<file path="config.mk">
export PLATFORM = sky130hd
export DESIGN_NAME = scoreboard_display_mux
export DESIGN_NICKNAME = d
export VERILOG_FILES = /design/src/rtl/scoreboard_display_mux.sv
export SDC_FILE = /design/constraint.sdc
export NUM_CORES = 1
export LEC_CHECK = 0
export CAP_MARGIN = 5
export CORE_ASPECT_RATIO = 1.1
export CORE_MARGIN = 3
export CORE_UTILIZATION = 59
export CTS_BUF_LIST = sky130_fd_sc_hd__clkbuf_2 sky130_fd_sc_hd__clkbuf_4 sky130_fd_sc_hd__clkbuf_8
export CTS_CLUSTER_SIZE = 24
export DETAILED_ROUTE_END_ITERATION = 8
export PLACE_DENSITY = 0.89
export SLEW_MARGIN = 20
export SYNTH_ARGS = -nofsm -noshare
export SYNTH_HDL_FRONTEND = slang
export SYNTH_SLANG_ARGS = --single-unit
</file>
<file path="constraint.sdc">
create_clock -name clk -period 4.15 [get_ports clk]
set_clock_uncertainty 0.2 [all_clocks]
set_input_delay 0.83 -clock clk [delete_from_list [all_inputs] [get_ports clk]]
set_output_delay 0.83 -clock clk [all_outputs]
set_load 0.01 [all_outputs]
</file>
<file path="src/rtl/scoreboard_display_mux.sv">
// Two-digit common-anode seven-segment scan driver fed by the scoreboard BCD counter.
// Latency: inputs snapshotted at frame start, visible at first SHOW0 cycle (DEAD_CYCLES later).
// Backpressure: none; free-running scan, inputs sampled once per frame so frames never tear.
module scoreboard_display_mux #(
  parameter int SCAN_DIV    = 50000,
  parameter int DEAD_CYCLES = 16
) (
  input  logic       clk,
  input  logic       reset,
  input  logic [3:0] bcd1,
  input  logic [3:0] bcd0,
  input  logic       blank_lz,
  output logic [1:0] an,
  output logic [6:0] seg,
  output logic       frame_start
);

  localparam int CW = (SCAN_DIV > 1) ? $clog2(SCAN_DIV) : 1;
  localparam logic [CW-1:0] BLANK_LAST = CW'(DEAD_CYCLES - 1);
  localparam logic [CW-1:0] SHOW_LAST  = CW'(SCAN_DIV - DEAD_CYCLES - 1);

  typedef enum logic [1:0] {
    BLANK0 = 2'd0,
    SHOW0  = 2'd1,
    BLANK1 = 2'd2,
    SHOW1  = 2'd3
  } state_t;

  state_t        state_q, state_d;
  logic [CW-1:0] cnt_q, cnt_d;
  logic [3:0]    snap1_q, snap1_d;
  logic [3:0]    snap0_q, snap0_d;
  logic          snap_lz_q, snap_lz_d;
  logic [1:0]    an_q, an_d;
  logic [6:0]    seg_q, seg_d;

  // Active-low {g,f,e,d,c,b,a}; non-BCD codes show a lone g segment (dash).
  function automatic logic [6:0] decode(input logic [3:0] code);
    logic [6:0] s;
    case (code)
      4'd0:    s = 7'h40;
      4'd1:    s = 7'h79;
      4'd2:    s = 7'h24;
      4'd3:    s = 7'h30;
      4'd4:    s = 7'h19;
      4'd5:    s = 7'h12;
      4'd6:    s = 7'h02;
      4'd7:    s = 7'h78;
      4'd8:    s = 7'h00;
      4'd9:    s = 7'h10;
      default: s = 7'h3F;
    endcase
    return s;
  endfunction

  assign frame_start = (state_q == BLANK0) && (cnt_q == '0);

  // Slot sequencing, frame snapshot, and next anode/segment drive.
  // Outputs are derived from the next state and next snapshot so they switch on
  // the same edge as the state, even when the blank slot is a single cycle.
  always_comb begin
    state_d   = state_q;
    cnt_d     = cnt_q + 1'b1;
    snap1_d   = snap1_q;
    snap0_d   = snap0_q;
    snap_lz_d = snap_lz_q;
    an_d      = 2'b11;
    seg_d     = 7'h7F;

    if (frame_start) begin
      snap1_d   = bcd1;
      snap0_d   = bcd0;
      snap_lz_d = blank_lz;
    end

    case (state_q)
      BLANK0: if (cnt_q == BLANK_LAST) begin state_d = SHOW0;  cnt_d = '0; end
      SHOW0:  if (cnt_q == SHOW_LAST)  begin state_d = BLANK1; cnt_d = '0; end
      BLANK1: if (cnt_q == BLANK_LAST) begin state_d = SHOW1;  cnt_d = '0; end
      SHOW1:  if (cnt_q == SHOW_LAST)  begin state_d = BLANK0; cnt_d = '0; end
      default: begin state_d = BLANK0; cnt_d = '0; end
    endcase

    case (state_d)
      SHOW0: begin
        an_d  = 2'b10;
        seg_d = decode(snap0_d);
      end
      SHOW1: begin
        if (!(snap_lz_d && (snap1_d == 4'd0))) begin
          an_d  = 2'b01;
          seg_d = decode(snap1_d);
        end
      end
      default: begin
        an_d  = 2'b11;
        seg_d = 7'h7F;
      end
    endcase
  end

  // State, slot counter, snapshot and registered display outputs.
  always_ff @(posedge clk or posedge reset) begin
    if (reset) begin
      state_q   <= BLANK0;
      cnt_q     <= '0;
      snap1_q   <= 4'd0;
      snap0_q   <= 4'd0;
      snap_lz_q <= 1'b0;
      an_q      <= 2'b11;
      seg_q     <= 7'h7F;
    end else begin
      state_q   <= state_d;
      cnt_q     <= cnt_d;
      snap1_q   <= snap1_d;
      snap0_q   <= snap0_d;
      snap_lz_q <= snap_lz_d;
      an_q      <= an_d;
      seg_q     <= seg_d;
    end
  end

  assign an  = an_q;
  assign seg = seg_q;

endmodule

</file>
Word level (Yosys, flattened, before mapping)
Memories as Yosys holds them, arrays and structs flattened.
Cells that the tools add are included.
Word-level totals
  flip-flop bits (word level): 36
  memory bits (read-only): 224
  bits of input ports: 11
  memories kept: 2
Cells by class
  eq/ne operators: 7
  mux-type cells: 15
  reductions and logical operators: 7
  add/sub/neg operators: 1
Memory list
  (name not given): depth 16, width 7, rd ports 1, clocked after Yosys merged registers in 0, wr ports 0, line 40  | case (code)
  (name not given): depth 16, width 7, rd ports 1, clocked after Yosys merged registers in 0, wr ports 0, line 40
Operator list (number)
  $mux W16: 2
  $pmux W16 S2: 1
  $add A16 B1 Y16 const B: 1
  $eq A16 B16 Y1 const B: 1
  $eq A16 B4 Y1 const B: 1
  $logic_not A16 Y1: 1
  $pmux W7 S2: 1
  $mux W2: 5
  $mux W4: 2
  $pmux W2 S4: 1
  $mux W7: 1
  $eq A2 B2 Y1 const B: 3
  $eq A2 B1 Y1 const B: 2
  $logic_not A4 Y1: 1
  $pmux W2 S2: 1
  $reduce_or A2 Y1: 2
  $logic_and A1 B1 Y1: 2
  $logic_not A2 Y1: 1
  $mux W1: 1

Longest topological paths before layout
Gate-level depths: netlist of the first run.
  depth after elaboration: 7
  depth in mapped cells: 13

Worst setup path before layout of the first run
Ideal clock, no wire load.
  path type: register -> register
  start: reg cnt_q[14]
  end: reg seg_q[1], in the netlist seg[1]
  library setup time: 60 ps
  data arrival time: 2757 ps
  stages on the path, launching flop included: 12
  data required time: 3890 ps
  period minus slack after synthesis: 3017 ps
  path slack: 1133 ps
  path through: dfrtp_1 > nor4_1 > and4_4 > nand2_4 > buf_1 > mux2i_1 > ha_1 > a31oi_1 > o21ai_0 > nand2_1 > o311ai_2 > o22a_1
On the way
  longest elaborated chain between the ends: 7
Ends and longest elaborated chain
  start, declared: line 30  | logic [CW-1:0] cnt_q, cnt_d;
  start signal, assigned: line 114  | cnt_q <= cnt_d;
  branches (longest 6 deep; another with $mem_v2 Z16 W7)
  $pmux W7 S2 (*): line 84  | case (state_d)
  net seg_d[1]: line 35  | logic [6:0] seg_q, seg_d;
  end signal, assigned: line 119  | seg_q <= seg_d;
  end, declared: line 35
Mark *: on every way through the listed nets, which the timed path passes.

Final worst setup path of the first run
  start: reg cnt_q[14]
  end: out frame_start
On the way
  longest elaborated chain between the ends: 2
Ends and longest elaborated chain
  $logic_not A16 Y1: line 56  | assign frame_start = (state_q == BLANK0) && (cnt_q == '0);
  $logic_and A1 B1 Y1: line 56
  end, declared: line 15  | output logic frame_start
No other way between the ends.

==> run_results.csv, run 1 <==
group,metric,value,unit
finish,final_nets,281,
finish,areaGrowthSynthToFinish,15.20,%
logic_synthesis,synthArstFlopShare,1.000,
timing,timing.final.ws_setup,0.5714,ns
floorplanning,fp.dieH,70.86,um
clocking,ctsRootBufferMaster,"clkbuf_4",
finish,fin_util,0.7434,
floorplanning,initial_core_util,0.6453,
timing,rsz0062_at_grt,"no",
logic_synthesis,synthesis.nets,257,
clocking,clock_latency,0.34,ns
placed_design,place_hpwl,3.637,mm
finish,antenna_cells,0,
timing,tightestPinTransition,0.9508,ns
detailed_routing,drtIter0Drc,122,
grt,grt_overflow,0,
clocking,postCtsSetupBuffers,0,
grt,grt_pass1_wl,8.542,mm
logic_synthesis,synth_area,0.002256,mm2
logic_synthesis,synth_cells,232,
critical_path,worst_setup_path_start_kind,"flop",
critical_path,worstPathRequired,3.12,ns
critical_path,crit_path_cell_trace,"nor4_1 > and4_4 > nand2_4 > inv_2 > clkdlybuf4s50_1",
clocking,htreeDepth,2,
timing,finalMaxSlewViolations,0,
clocking,postCtsHoldBufs,0,
pwr,ir_drop,0.2505,mV
run_status,status,"finished, final reports clean",
detailed_routing,drc,0,
timing,fmax,0.2794,GHz
pwr,p_leak,1.205,nW
floorplanning,fp.dieW,64.96,um
floorplanning,coreArea,0.003496,mm2
logic_synthesis,ys_seq_elements,36,
detailed_routing,vias_per_cell,6.046,
critical_path,max_stage_delay,0.57,ns
critical_path,path_max_fanout,18,
timing,period_needed,3.579,ns
grt,grtUsageTotal,0.2388,
clocking,numCtsBuffers,5,
logic_synthesis,ys_warn_count,0,
clocking,path_clk_slew,0.11,ns
detailed_routing,wl_per_cell,15.80,um
logic_synthesis,synth_ff_type,"dfrtp_1",
floorplanning,ios,21,
placed_design,placed_area,0.002504,mm2
logic_synthesis,ys_seq_area_frac,0.4043,
clocking,cts_tree,"built",
timing,finalSetupTns,0,ns
timing,hold_ws,0.3255,ns
placed_design,place.gp.congestion,0.8354,
finish,mostFrequentLayoutCells,"dfrtp_1 (27), nor2_1 (25), inv_1 (23)",
detailed_routing,ant_nets,0,
timing,slew_headroom,0.3592,
finish,final_common_cell,"dfrtp_1",
pwr,powerDensity,282.6,mW/mm2
critical_path,arrival,2.55,ns
timing,setup-violations-final,0,
clocking,clock_path_buffers,2,
critical_path,crit_slowest_cell,"clkdlybuf4s50_1",
run,maxCapViolCount,0,
logic_synthesis,synth_cell_types,55,
floorplanning,dieArea,0.004602,mm2
critical_path,critical_path_class,"reg -> out",
timing,hold_viol,0,
grt,antenna_found_initial,0,
worst_hold_path,hp-class,"reg -> reg",
clocking,ctsResizeCount,0,
placed_design,dpl_worst_slack,0.8361,ns
clocking,cts_sinks,36,
detailed_routing,vias,1844,
logic_synthesis,synth_edf_count,0,
grt,grt_max_degree,37,
grt,first_global_vias,1903,
logic_synthesis,avgSynthCellArea,9.724,um2
floorplanning,num_rows,22,
timing,fin_crit_sh,0.8623,
finish,fin_area,0.002599,mm2
finish,drive_above_1_share,0.1595,
detailed_routing,first_pass_iters,4,
critical_path,worstSetupEndpointType,"output port",
detailed_routing,postRouteWirelength,4.820,mm
placed_design,port_buffers,20,
-- final cells by class --
type	count	area (um2)
well taps	48	60.06
multi-input cells	167	1230
clock buffers	7	65.06
fillers	278	897.1
flip-flops and latches	36	912.1
clock inverters	1	30.03
repair buffers	21	207.7
inverters	25	93.84
-- routing by layer --
metal / part of all wire / wire [um] / track usage
met2: 0.50 / 2421 / 0.3886
met1: 0.41 / 1974 / 0.2904
met3: 0.053 / 257 / 0.05714
met5: 0 / 0 / 0
met4: 0.034 / 166 / 0.1291
-- logic make-up after synthesis --
logic type / after synthesis / share of synthesized area
multiplexers: 11 / 0.05546
buffers and inverters: 29 / 0.05047
XOR/XNOR: 15 / 0.05824
AND/OR/NAND/NOR: 91 / 0.2141
AO/OA/AOI/OAI: 36 / 0.1398
adder cells (fa/ha/maj): 14 / 0.07765
flip-flops: 36 / 0.4043
-- registers in the layout (all words and copies together) (netlist names) --
register	flops
cnt_q	16
seg	7
snap0_q	4
snap1_q	4
an	2
state_q	2
snap_lz_q	1
-- power breakdown --
part | total (W) | leakage, nW | switching (W) | internal, W
logic | 0.0000847 | 0.717 | 0.0000443 | 0.0000404
clock network | 0.000279 | 0.0515 | 0.000119 | 0.000160
registers | 0.000371 | 0.436 | 0.00000623 | 0.000365
-- path summary, 6_finish.rpt --
path	from	slack (ns)	end	cells past startpoint
worst min register to register	cnt_q[0]	0.33	cnt_q[0]	1
worst max-delay path	cnt_q[14]	0.57	frame_start	5
max in group asynchronous	reset	2.73	an[1]	3
min in group asynchronous	reset	0.67	cnt_q[7]	3
worst min-delay path	cnt_q[0]	0.33	cnt_q[0]	1
worst max register to register	cnt_q[14]	0.75	seg[1]	11
-- cell usage after synthesis, drive strengths merged, types with 2 or more instances --
library cell	instances	area, um2
mux2i	9	102.6
mux2	2	22.52
or2	2	12.51
nor2	26	100.1
nand3	13	65.06
ha	14	175.2
nor3	4	20.02
a31oi	2	12.51
nand2b	2	12.51
o211ai	4	30.03
o311ai	2	32.53
dfrtp	27	675.7
nor4	7	50.05
a21boi	2	15.01
xor2	8	70.07
and3	4	25.02
nand2	17	71.32
o22a	2	17.52
a2bb2oi	2	23.77
buf	3	16.26
o21ai	5	36.29
xnor2	7	61.31
dfstp	9	236.5
a21oi	5	25.02
and2	3	21.27
nand4	4	25.02
inv	25	93.84
or4	2	22.52
nand3b	5	37.54
-- metrics by stage --
step	cells	power (W)
3_5_place_dp	297	0.0004617
2_1_floorplan	232	0.0004246
6_report	305	0.0007343
4_1_cts	305	0.0007387
5_1_grt	305	0.0007643
3_3_place_gp	297	0.0004597
-- critical path: cells and delay by family (launching register included) --
| family | cells | cell delay (ns) |
|---|---|---|
| buffers and inverters | 2 | 0.78 |
| and+or+nand+nor | 3 | 1.01 |
| DFF | 1 | 0.43 |
Note: power is estimated with default switching activity, not from simulation.
==> run 2, diff against run 1 <==
==> constraint.sdc (replaced) <==
create_clock -name clk -period 3.8 [get_ports clk]
set_clock_uncertainty 0.2 [all_clocks]
set_input_delay 0.57 -clock clk [delete_from_list [all_inputs] [get_ports clk]]
set_output_delay 0.57 -clock clk [all_outputs]
set_load 0.01 [all_outputs]
==> run 2 against run 1 <==
Non-clock buffer count unchanged; global-route usage down 0.32 points; power down 4.3%; critical path type is now reg -> reg; largest power group unchanged; highest routed layer unchanged.
==> run_results.csv, run 2 (synthesized netlist as in run 1, its figures left out) <==
group,metric,value,unit
timing,setup-violations-final,0,
timing,finalSetupTns,0,ns
detailed_routing,vias,1830,
finish,max_flop_register,"cnt_q",
clocking,numCtsBuffers,5,
grt,grt_pass1_wl,8.500,mm
clocking,ctsResizeCount,0,
floorplanning,coreArea,0.003496,mm2
clocking,cts_sinks,36,
clocking,htreeDepth,2,
grt,grtUsageTotal,0.2357,
detailed_routing,wl_per_cell,15.84,um
placed_design,place.gp.congestion,0.8666,
grt,antenna_found_initial,0,
pwr,clkPwrFrac,0.291,
pwr,internal_power,0.0005288,W
critical_path,max_stage_delay,0.50,ns
floorplanning,ios,21,
clocking,postCtsHoldBufs,0,
pwr,powerDensity,274.4,mW/mm2
clocking,clock_latency,0.33,ns
grt,grt_max_degree,37,
floorplanning,fp.dieH,70.86,um
pwr,power_frac_comb,0.131,
placed_design,place_hpwl,3.562,mm
finish,finalNonFillerCells,305,
timing,finalMaxSlewViolations,0,
finish,antenna_cells,0,
floorplanning,fp.dieW,64.96,um
critical_path,rrSetupSlack,0.40,ns
timing,tightestPinTransition,0.9713,ns
run,maxCapViolCount,0,
finish,areaGrowthSynthToFinish,13.53,%
worst_hold_path,hp-class,"reg -> reg",
finish,register_area,912.1,um2
critical_path,worstPathRequired,3.88,ns
detailed_routing,wl_met1,2.140,mm
timing,fmax,0.2945,GHz
placed_design,port_buffers,20,
detailed_routing,wl_met3,213,um
detailed_routing,ant_nets,0,
detailed_routing,first_pass_iters,4,
pwr,p_leak,1.190,nW
timing,rsz0062_at_grt,"no",
timing,fin_crit_sh,0.8935,
finish,fill_cells,273,
critical_path,worst_setup_path_start_kind,"flop",
clocking,cts_tree,"built",
finish,drive_above_1_share,0.1595,
finish,mostFrequentLayoutCells,"dfrtp_1 (27), nor2_1 (25), inv_1 (23)",
critical_path,worstSetupEndpointType,"flop",
clocking,ctsRootBufferMaster,"clkbuf_4",
finish,final_nets,281,
critical_path,crit_path_cell_trace,"nor4_1 > and4_4 > nand2_4 > mux2_2 > inv_1 > ha_1 > a31oi_1 > o21ai_0 > nand2_1 > o311ai_2 > o22a_1",
clocking,postCtsSetupBuffers,0,
finish,multi_input_area,0.001230,mm2
detailed_routing,drtIter0Drc,184,
run_status,status,"finished, final reports clean",
detailed_routing,top_layer,"met4",
detailed_routing,drc,0,
pwr,seqPwrFrac,0.577,
critical_path,critical_path_class,"reg -> reg",
pwr,switchingPower,0.0001739,W
grt,grt_overflow,0,
timing,hold_viol,0,
detailed_routing,vias_per_cell,6.000,
timing,slew_headroom,0.3454,
floorplanning,initial_core_util,0.6453,
floorplanning,num_rows,22,
critical_path,crit_slowest_cell,"nor4_1",
detailed_routing,postRouteWirelength,4.832,mm
pwr,ir_drop,0.1636,mV
timing,period_needed,3.395,ns
critical_path,arrival,3.48,ns
placed_design,place_inst,297,
critical_path,path_max_fanout,18,
finish,largest_reg_flops,16,
grt,first_global_vias,1808,
pwr,switching_share,0.2475,
finish,final_common_cell,"dfrtp_1",
detailed_routing,met2_wirelength,2.395,mm
clocking,clock_path_buffers,2,
clocking,path_clk_slew,0.10,ns
floorplanning,dieArea,0.004602,mm2
run 2: cell types whose count changed in the layout (fill, tap and decap cells not counted):
cell | previous run | this run
clkbuf_8 | 2 | 0
bufinv_16 | 1 | 0
clkinv_2 | 0 | 1
clkbuf_4 | 5 | 7
run 2: layout make-up:
type                    instances  area share
clock inverters                 1    0.001954
flip-flops and latches         36      0.3561
clock buffers                   7     0.02052
multi-input cells             167      0.4802
inverters                      25     0.03664
repair buffers                 21     0.08109
well taps                      48     0.02345
run 2: stage by stage:
| stage | power, W | hold slack, ns | setup WS (ns) | utilization | cell area, um2 |
|---|---|---|---|---|---|
| after CTS | 0.0007115 | 0.3261 | 0.4766 | 0.7326 | 2561 |
| after detailed placement | 0.0005044 | 0.3107 | 0.5054 | 0.7162 | 2504 |
| final | 0.0007027 | 0.3257 | 0.4046 | 0.7326 | 2561 |
| after global placement | 0.0005020 | 0.3015 | 0.6600 | 0.7162 | 2504 |
| after global routing | 0.0007434 | 0.3744 | 0.1489 | 0.7326 | 2561 |
| after floorplan | 0.0004637 | 0.2751 | 0.7829 | - | 2256 |
run 2: routing by layer:
layer / track usage / vias up
met1: 0.3000 / 889
met4: 0.07042 / 0
met3: 0.06032 / 15
met5: 0 / -
li1: - / 868
met2: 0.3932 / 58
run 2: power groups by stage:
stage / combinational [W] / clock (W) / sequential [W]
after floorplan: 0.0000507 / 0 / 0.000413
after global placement: 0.0000902 / 0 / 0.000412
after detailed placement: 0.0000922 / 0 / 0.000412
after CTS: 0.0000926 / 0.000214 / 0.000405
after global routing: 0.000103 / 0.000234 / 0.000406
final: 0.0000922 / 0.000205 / 0.000406
run 2: final timing paths:
check | end | from | depth (start not counted)
max | seg[1] | cnt_q[14] | 11
min | cnt_q[0] | cnt_q[0] | 1
max reg2reg | seg[1] | cnt_q[14] | 11
min reg2reg | cnt_q[0] | cnt_q[0] | 1
max in group asynchronous | seg[5] | reset | 3
min in group asynchronous | cnt_q[12] | reset | 3
run 2: worst max-delay path: cells and delay by family (launching register included):
family | cells | cell delay, ns
muxes | 1 | 0.38
AOI/OAI and AO/OA | 4 | 0.81
and+or+nand+nor | 4 | 1.11
buffers and inverters | 1 | 0.12
adders and majority gates | 1 | 0.28
DFF | 1 | 0.43
